<file path="src/rtl/design2_unpack.sv">
// design2_unpack: recovers the per-sample increment and the unknown multiplicand
// from the running-sum (s_in) and product (p_in) streams of the accumulate/multiply
// datapath.
//
// Ports:
//   clk          rising-edge clock
//   rst          synchronous, active-low reset
//   in_valid     sample present on s_in/p_in/b_in
//   in_ready     block can accept a sample (IDLE only)
//   s_in         running-sum sample (DW)
//   p_in         product sample (2*DW)
//   b_in         divisor, the known multiplier operand (DW)
//   out_valid    result present (DONE only)
//   out_ready    consumer accepts result
//   d_out        s_in minus previous accepted s_in, mod 2^DW
//   q_out        p_in / b_in (2*DW)
//   r_out        p_in mod b_in (DW)
//   div_by_zero  result came from b_in == 0 (q_out/r_out forced to all ones)
module design2_unpack #(
    parameter int unsigned DW = 8
) (
    input  logic            clk,
    input  logic            rst,
    input  logic            in_valid,
    output logic            in_ready,
    input  logic [DW-1:0]   s_in,
    input  logic [2*DW-1:0] p_in,
    input  logic [DW-1:0]   b_in,
    output logic            out_valid,
    input  logic            out_ready,
    output logic [DW-1:0]   d_out,
    output logic [2*DW-1:0] q_out,
    output logic [DW-1:0]   r_out,
    output logic            div_by_zero
);

    localparam int unsigned QW = 2 * DW;
    localparam int unsigned CW = $clog2(QW);

    typedef enum logic [1:0] {StIdle, StDiv, StDone} state_e;

    state_e          r_state;
    logic [QW-1:0]   r_dvd;      // dividend, shifted out MSB first; quotient bits shift in at LSB
    logic [DW-1:0]   r_dvs;
    logic [DW:0]     r_rem;
    logic [CW-1:0]   r_cnt;
    logic [DW-1:0]   r_prev;
    logic            r_in_ready;
    logic            r_out_valid;
    logic [DW-1:0]   r_d;
    logic [QW-1:0]   r_q;
    logic [DW-1:0]   r_r;
    logic            r_dz;

    logic [DW:0]     w_rem_shift;
    logic            w_rem_ge;
    logic [DW:0]     w_rem_next;
    logic [QW-1:0]   w_dvd_next;
    logic            w_last;

    // One restoring step: bring in the next dividend bit, subtract if it fits.
    // The remainder is always < divisor before the shift, so DW+1 bits suffice.
    assign w_rem_shift = (r_rem << 1) | {{DW{1'b0}}, r_dvd[QW-1]};
    assign w_rem_ge    = (w_rem_shift >= {1'b0, r_dvs});
    assign w_rem_next  = w_rem_ge ? (w_rem_shift - {1'b0, r_dvs}) : w_rem_shift;
    assign w_dvd_next  = {r_dvd[QW-2:0], w_rem_ge};
    assign w_last      = (r_cnt == CW'(QW - 1));

    always_ff @(posedge clk) begin
        if (!rst) begin
            r_state     <= StIdle;
            r_dvd       <= '0;
            r_dvs       <= '0;
            r_rem       <= '0;
            r_cnt       <= '0;
            r_prev      <= '0;
            r_in_ready  <= 1'b1;
            r_out_valid <= 1'b0;
            r_d         <= '0;
            r_q         <= '0;
            r_r         <= '0;
            r_dz        <= 1'b0;
        end else begin
            case (r_state)
                StIdle: begin
                    if (in_valid && r_in_ready) begin
                        r_d        <= s_in - r_prev;
                        r_prev     <= s_in;
                        r_dvd      <= p_in;
                        r_dvs      <= b_in;
                        r_rem      <= '0;
                        r_cnt      <= '0;
                        r_in_ready <= 1'b0;
                        if (b_in != '0) begin
                            r_state <= StDiv;
                        end else begin
                            // Zero divisor: result is ready now; out_valid rises
                            // on the first DONE edge, one cycle after accept.
                            r_q     <= '1;
                            r_r     <= '1;
                            r_dz    <= 1'b1;
                            r_state <= StDone;
                        end
                    end
                end
                StDiv: begin
                    r_dvd <= w_dvd_next;
                    r_rem <= w_rem_next;
                    r_cnt <= r_cnt + CW'(1);
                    if (w_last) begin
                        r_q         <= w_dvd_next;
                        r_r         <= w_rem_next[DW-1:0];
                        r_dz        <= 1'b0;
                        r_out_valid <= 1'b1;
                        r_state     <= StDone;
                    end
                end
                StDone: begin
                    if (r_out_valid && out_ready) begin
                        r_out_valid <= 1'b0;
                        r_in_ready  <= 1'b1;
                        r_state     <= StIdle;
                    end else begin
                        r_out_valid <= 1'b1;
                    end
                end
                default: begin
                    r_state <= StIdle;
                end
            endcase
        end
    end

    assign in_ready    = r_in_ready;
    assign out_valid   = r_out_valid;
    assign d_out       = r_d;
    assign q_out       = r_q;
    assign r_out       = r_r;
    assign div_by_zero = r_dz;

endmodule

</file>
<file path="config.mk">
export PLATFORM = sky130hd
export DESIGN_NAME = design2_unpack
export DESIGN_NICKNAME = d
export VERILOG_FILES = /design/src/rtl/design2_unpack.sv
export SDC_FILE = /design/constraint.sdc
export NUM_CORES = 1
export LEC_CHECK = 0
export BUFFER_PORTS_ARGS = -buffer_cell sky130_fd_sc_hd__buf_2
export CAP_MARGIN = 30
export CELL_PAD_IN_SITES_DETAIL_PLACEMENT = 1
export CELL_PAD_IN_SITES_GLOBAL_PLACEMENT = 1
export CORE_UTILIZATION = 41
export CTS_CLUSTER_DIAMETER = 120
export DETAILED_ROUTE_END_ITERATION = 8
export GPL_ROUTABILITY_DRIVEN = 0
export GPL_TIMING_DRIVEN = 0
export MAX_ROUTING_LAYER = met4
export PLACE_DENSITY = 0.86
export SETUP_SLACK_MARGIN = 0.02
export SLEW_MARGIN = 20
export SYNTH_ARGS = -nofsm -noshare
export SYNTH_HDL_FRONTEND = slang
export SYNTH_SLANG_ARGS = --single-unit
</file>
<file path="constraint.sdc">
create_clock -name clk -period 2.3 [get_ports clk]
set_input_delay 0.345 -clock clk [delete_from_list [all_inputs] [get_ports clk]]
set_output_delay 0.345 -clock clk [all_outputs]
set_load 0.01 [all_outputs]
</file>
# [Word level (Yosys, flattened, before mapping)]
# Cells that the tools add are included.
[classes] n_addsub=3 eq_ne=7 n_reduce_logical=13 n_bitwise=1 order_cmp=1 n_mux=30
[ops] cell="$mux W16" n=4
[ops] cell="$pmux W16 S2" n=2
[ops] cell="$mux W8" n=5
[ops] cell="$pmux W8 S2" n=2
[ops] cell="$sub A8 B8 Y8" n=2
[ops] cell="$ge A9 B8 Y1" n=1
[ops] cell="$or A9 B1 Y9" n=1
[ops] cell="$mux W2" n=4
[ops] cell="$ne A2 B2 Y1 const B" n=4
[ops] cell="$pmux W4 S2" n=1
[ops] cell="$reduce_bool A8 Y1" n=1
[ops] cell="$mux W1" n=7
[ops] cell="$pmux W1 S2" n=3
[ops] cell="$pmux W2 S3" n=1
[ops] cell="$reduce_and A2 Y1" n=3
[ops] cell="$reduce_and A3 Y1" n=2
[ops] cell="$reduce_bool A2 Y1" n=3
[ops] cell="$add A4 B1 Y4 const B" n=1
[ops] cell="$eq A4 B4 Y1 const B" n=1
[ops] cell="$mux W4" n=1
[ops] cell="$reduce_and A4 Y1" n=1
[ops] cell="$eq A2 B1 Y1 const B" n=1
[ops] cell="$eq A2 B2 Y1 const B" n=1
[ops] cell="$logic_and A1 B1 Y1" n=2
[ops] cell="$logic_not A2 Y1" n=1
[word_totals] word_cells=67 register_bits=81 in_bits=36 output_inout_bits=35

# [Longest topological paths before layout]
[depth] word_depth=5 ltp_mapped=9 mapped_depth_nobuf=9

# [Least setup slack after synthesis]
# Ideal clock, no wire load.
[synth_timing] path_type="reg-to-reg" start="register r_dvd[15]" end="register r_rem[6]" required_time_ns=2.221 n_path_buf=0 setup_ns=0.079 arrival_ns=2.031 stages_incl_launch_ff=10 path_slack_ns=0.189 synth_period_minus_slack_ns=2.111 cell_sequence="dfxtp_1 -> inv_1 -> ha_1 -> inv_1 -> fa_1 -> a211o_1 -> a2111oi_0 -> a41oi_1 -> a22o_1 -> a211oi_2"
[synth_via] elab_chain_cells=4 elab_cells_between_ends=5 cone_classes="1 x add/sub; 1 x order compare; 2 x mux; 1 x bitwise"
[synth_lines] item="from (decl)" line="43" rtl="logic [QW-1:0] r_dvd;"
[synth_lines] item="from (signal assigned)" line="89" rtl="r_dvd <= p_in;"
[synth_lines] item="from (signal assigned)" line="107" rtl="r_dvd <= w_dvd_next;"
[synth_lines] item="$or A9 B1 Y9 *" line="63" rtl="assign w_rem_shift = (r_rem << 1) | {{DW{1'b0}}, r_dvd[QW-1]};"
[synth_lines] item="$sub A8 B8 Y8 / $ge A9 B8 Y1 (equally long branches)" line="65, 64"
[synth_lines] item="$mux W8 *" line="65" rtl="assign w_rem_next = w_rem_ge ? (w_rem_shift - {1'b0, r_dvs}) : w_rem_shift;"
[synth_lines] item="$pmux W8 S2 *" line="84" rtl="case (r_state)"
[synth_lines] item="to (signal assigned)" line="108" rtl="r_rem <= w_rem_next;"
[synth_lines] item="to (decl)" line="45" rtl="logic [DW:0] r_rem;"
# Every way passes the cells marked *; elsewhere a longest branch is shown, timed or not.
# A chain may end at the register's enable or synchronous reset.

# [Final worst setup path]
# Ends and elaborated chain as after synthesis.

==> results.sh <==
export IMPL_outcome="completed"
export IMPL_drt_iter0_drc=128
export IMPL_area_growth_pct=19.0
export IMPL_use_met3_pct=3.93
export IMPL_place_hpwl_um=9320
export IMPL_p_leak_nw=1.89
export IMPL_hp_class="in -> reg"
export IMPL_grt_pass1_vias=4280
export IMPL_synth_cell_types=62
export IMPL_cts_buffers=9
export IMPL_synth_top_area_share_pct=40.0
export IMPL_cts_tree="done"
export IMPL_fmax_mhz=455
export IMPL_final_period_utilization_pct=95.6
export IMPL_syn_area_um2=4060
export IMPL_top_usage_layer="met2"
export IMPL_ctsHtreeMaxLevel=3
export IMPL_synth_cells=512
export IMPL_core_area_um2=9420
export IMPL_final_cell_mix="nand2_1 (84), dfxtp_1 (79), buf_2 (76), a21oi_1 (38), o21ai_0 (37)"
export IMPL_dp_cells=710
export IMPL_rsz0062_at_grt="yes"
export IMPL_clkLatencyLatePin_ns=0.36
export IMPL_track_usage_pct=27.0
export IMPL_die_area_um2=10300
export IMPL_clk_pin_slew_ns=0.09
export IMPL_dr_total_vias=4093
export IMPL_avgSynthCellArea_um2=7.93
export IMPL_ys_ff_latch=81
export IMPL_post_drt_wl_per_cell_um=17.2
export IMPL_vdd_drop_max_mv=0.291
export IMPL_drive_gt1_share_pct=20.6
export IMPL_final_common_cell="nand2_1"
export IMPL_fp_row_count=35
export IMPL_clock_sinks=81
export IMPL_power_density_nw_per_um2=857
export IMPL_clk_path_buf_depth=2
export IMPL_critical_path_class="reg -> reg"
export IMPL_critPathCaptureType="flip-flop"
export IMPL_die_height_um=101
export IMPL_async_flop_share_pct=0
export IMPL_ys_top_cells_by_area="dfxtp_1 (40%), nand2_1 (7.8%), ha_1 (4.9%)"
export IMPL_antenna_found_initial=0
export IMPL_cap_viol_max_count=0
export IMPL_hold_viol=0
export IMPL_place_ws_ns=-0.0737
export IMPL_multi_input_area_um2=2230
export IMPL_synth_edf_count=0
export IMPL_portBuffers=69
export IMPL_drc=0
export IMPL_met2_usage_pct=45.2
export IMPL_path_max_fanout=3
export IMPL_crit_arrival_ns=2.47
export IMPL_worst_slack_ns=0.101
export IMPL_ant_nets=0
export IMPL_slew_headroom_pct=56.9
export IMPL_crit_required_ns=2.57
export IMPL_setup_viol=0
export IMPL_synth_nets=566
export IMPL_clockRootBuffer="clkbuf_8"
export IMPL_wl_um=12500
export IMPL_seqCellArea_um2=1620
export IMPL_met1_usage_pct=32.4
export IMPL_synth_ff_type="dfxtp_1"
export IMPL_yosysWarnings=0
export IMPL_ios=71
export IMPL_avgViaCountPerCell=5.63
export IMPL_cp_start_kind="flip-flop"
export IMPL_initial_core_util_pct=43.1
export IMPL_seq_area_frac_synth_pct=40.0
export IMPL_first_pass_iters=4
export IMPL_power_mw=4.14
export IMPL_diodes=0
export IMPL_cts_hold_fix_buffers=0
export IMPL_nets=647
export IMPL_worst_slew_pin_transition_ns=0.647
export IMPL_grt_pass1_wl_um=20800
export IMPL_maxSlewViolCount=0
export IMPL_fin_skew_ns=0.0143
export IMPL_fillCellCount=1217
export IMPL_grt_start_max_net_pins=17
export IMPL_grt_overflow_total=0
export IMPL_yosysTopAreaCell="dfxtp_1"
export IMPL_min_period_ns=2.20
export IMPL_die_x_um=101
export IMPL_stdcell_count=727
synthesized netlist by cell type (6+ instances only):
cell	count
a211oi_1	6
a21oi_1	38
a31oi_1	23
buf_2	8
clkbuf_1	19
dfxtp_1	81
ha_1	16
inv_1	21
nand2_1	84
nand2b_1	8
nand3_1	15
nor2_1	35
nor3_1	30
nor3_2	8
o21a_1	6
o21ai_0	37
per-layer routing:
layer  up-vias  routed length (µm)
met5         -                   0
met1      1969                5650
met3        30                 520
met4         0                 307
met2       114                6060
li1       1980                   -
report_power, final:
group	switching [mW]	internal, mW
clock network	0.601	0.524
logic	0.875	0.502
registers	0.105	1.53
total	1.58	2.56
path summary, 6_finish.rpt:
path / slack [ns] / endpoint / startpoint / depth (start not counted)
hold / removal: 0.23 / r_dvs[2]$_SDFFE_PN0P_ / b_in[2] / 3
setup / recovery: 0.10 / r_rem[6]$_SDFFE_PN0P_ / r_dvd[15]$_SDFFE_PN0P_ / 9
setup reg to reg: 0.10 / r_rem[6]$_SDFFE_PN0P_ / r_dvd[15]$_SDFFE_PN0P_ / 9
hold reg to reg: 0.46 / r_prev[4]$_SDFFE_PN0P_ / r_prev[4]$_SDFFE_PN0P_ / 2
timing repair:
action | in CTS | in global routing
gates cloned | 0 | 0
setup buffers | 1 | 0
resized for setup | 4 | 13
pin swaps | 3 | 2
setup endpoints to repair | 2 | 17
worst max-delay path, stage by stage (launching register included):
cell	delay, ns
dfxtp_2	0.35
inv_1	0.07
ha_1	0.16
inv_1	0.06
fa_2	0.35
a211o_1	0.29
a2111oi_2	0.31
a41oi_1	0.08
a22o_1	0.24
a211oi_2	0.19
kinds of logic (layout without fill, tap and decap cells):
| logic type | after synthesis | after routing | synth area share, % |
|---|---|---|---|
| fa+ha+maj | 18 | 18 | 5.92 |
| mux | 3 | 3 | 0.771 |
| xor+xnor | 7 | 7 | 1.51 |
| buf+inv | 57 | 143 | 6.17 |
| flops | 81 | 81 | 40.0 |
| simple gates | 204 | 204 | 24.0 |
| compound gates | 142 | 142 | 21.7 |
metrics by stage:
step           util [%]  cell area, µm²  setup TNS (ns)  hold slack (ns)
2_1_floorplan         -            4060               0            0.436
3_3_place_gp       48.5            4570               0            0.443
3_5_place_dp       48.5            4570          -0.123            0.451
4_1_cts            50.9            4790               0            0.226
5_1_grt            51.3            4830        -0.00947            0.242
6_report           51.3            4830               0            0.229
sequential cells by signal, summed over array words and instances (netlist names), 4 cells and up:
register / flops
r_dvd: 16
q_out: 16
r_out: 8
r_cnt: 4
d_out: 8
r_dvs: 8
r_rem: 8
r_prev: 8
cell type report:
| cell class | count | share of cell area, % |
|---|---|---|
| buffer | 36 | 3.65 |
| clock buffer | 9 | 2.56 |
| clock inverter | 7 | 1.71 |
| inverter | 21 | 1.63 |
| multi-input combinational | 374 | 46.2 |
| sequential | 81 | 33.6 |
| tap | 129 | 3.34 |
| timing repair buffer | 70 | 7.31 |
Power figures use the tool's default switching activity.
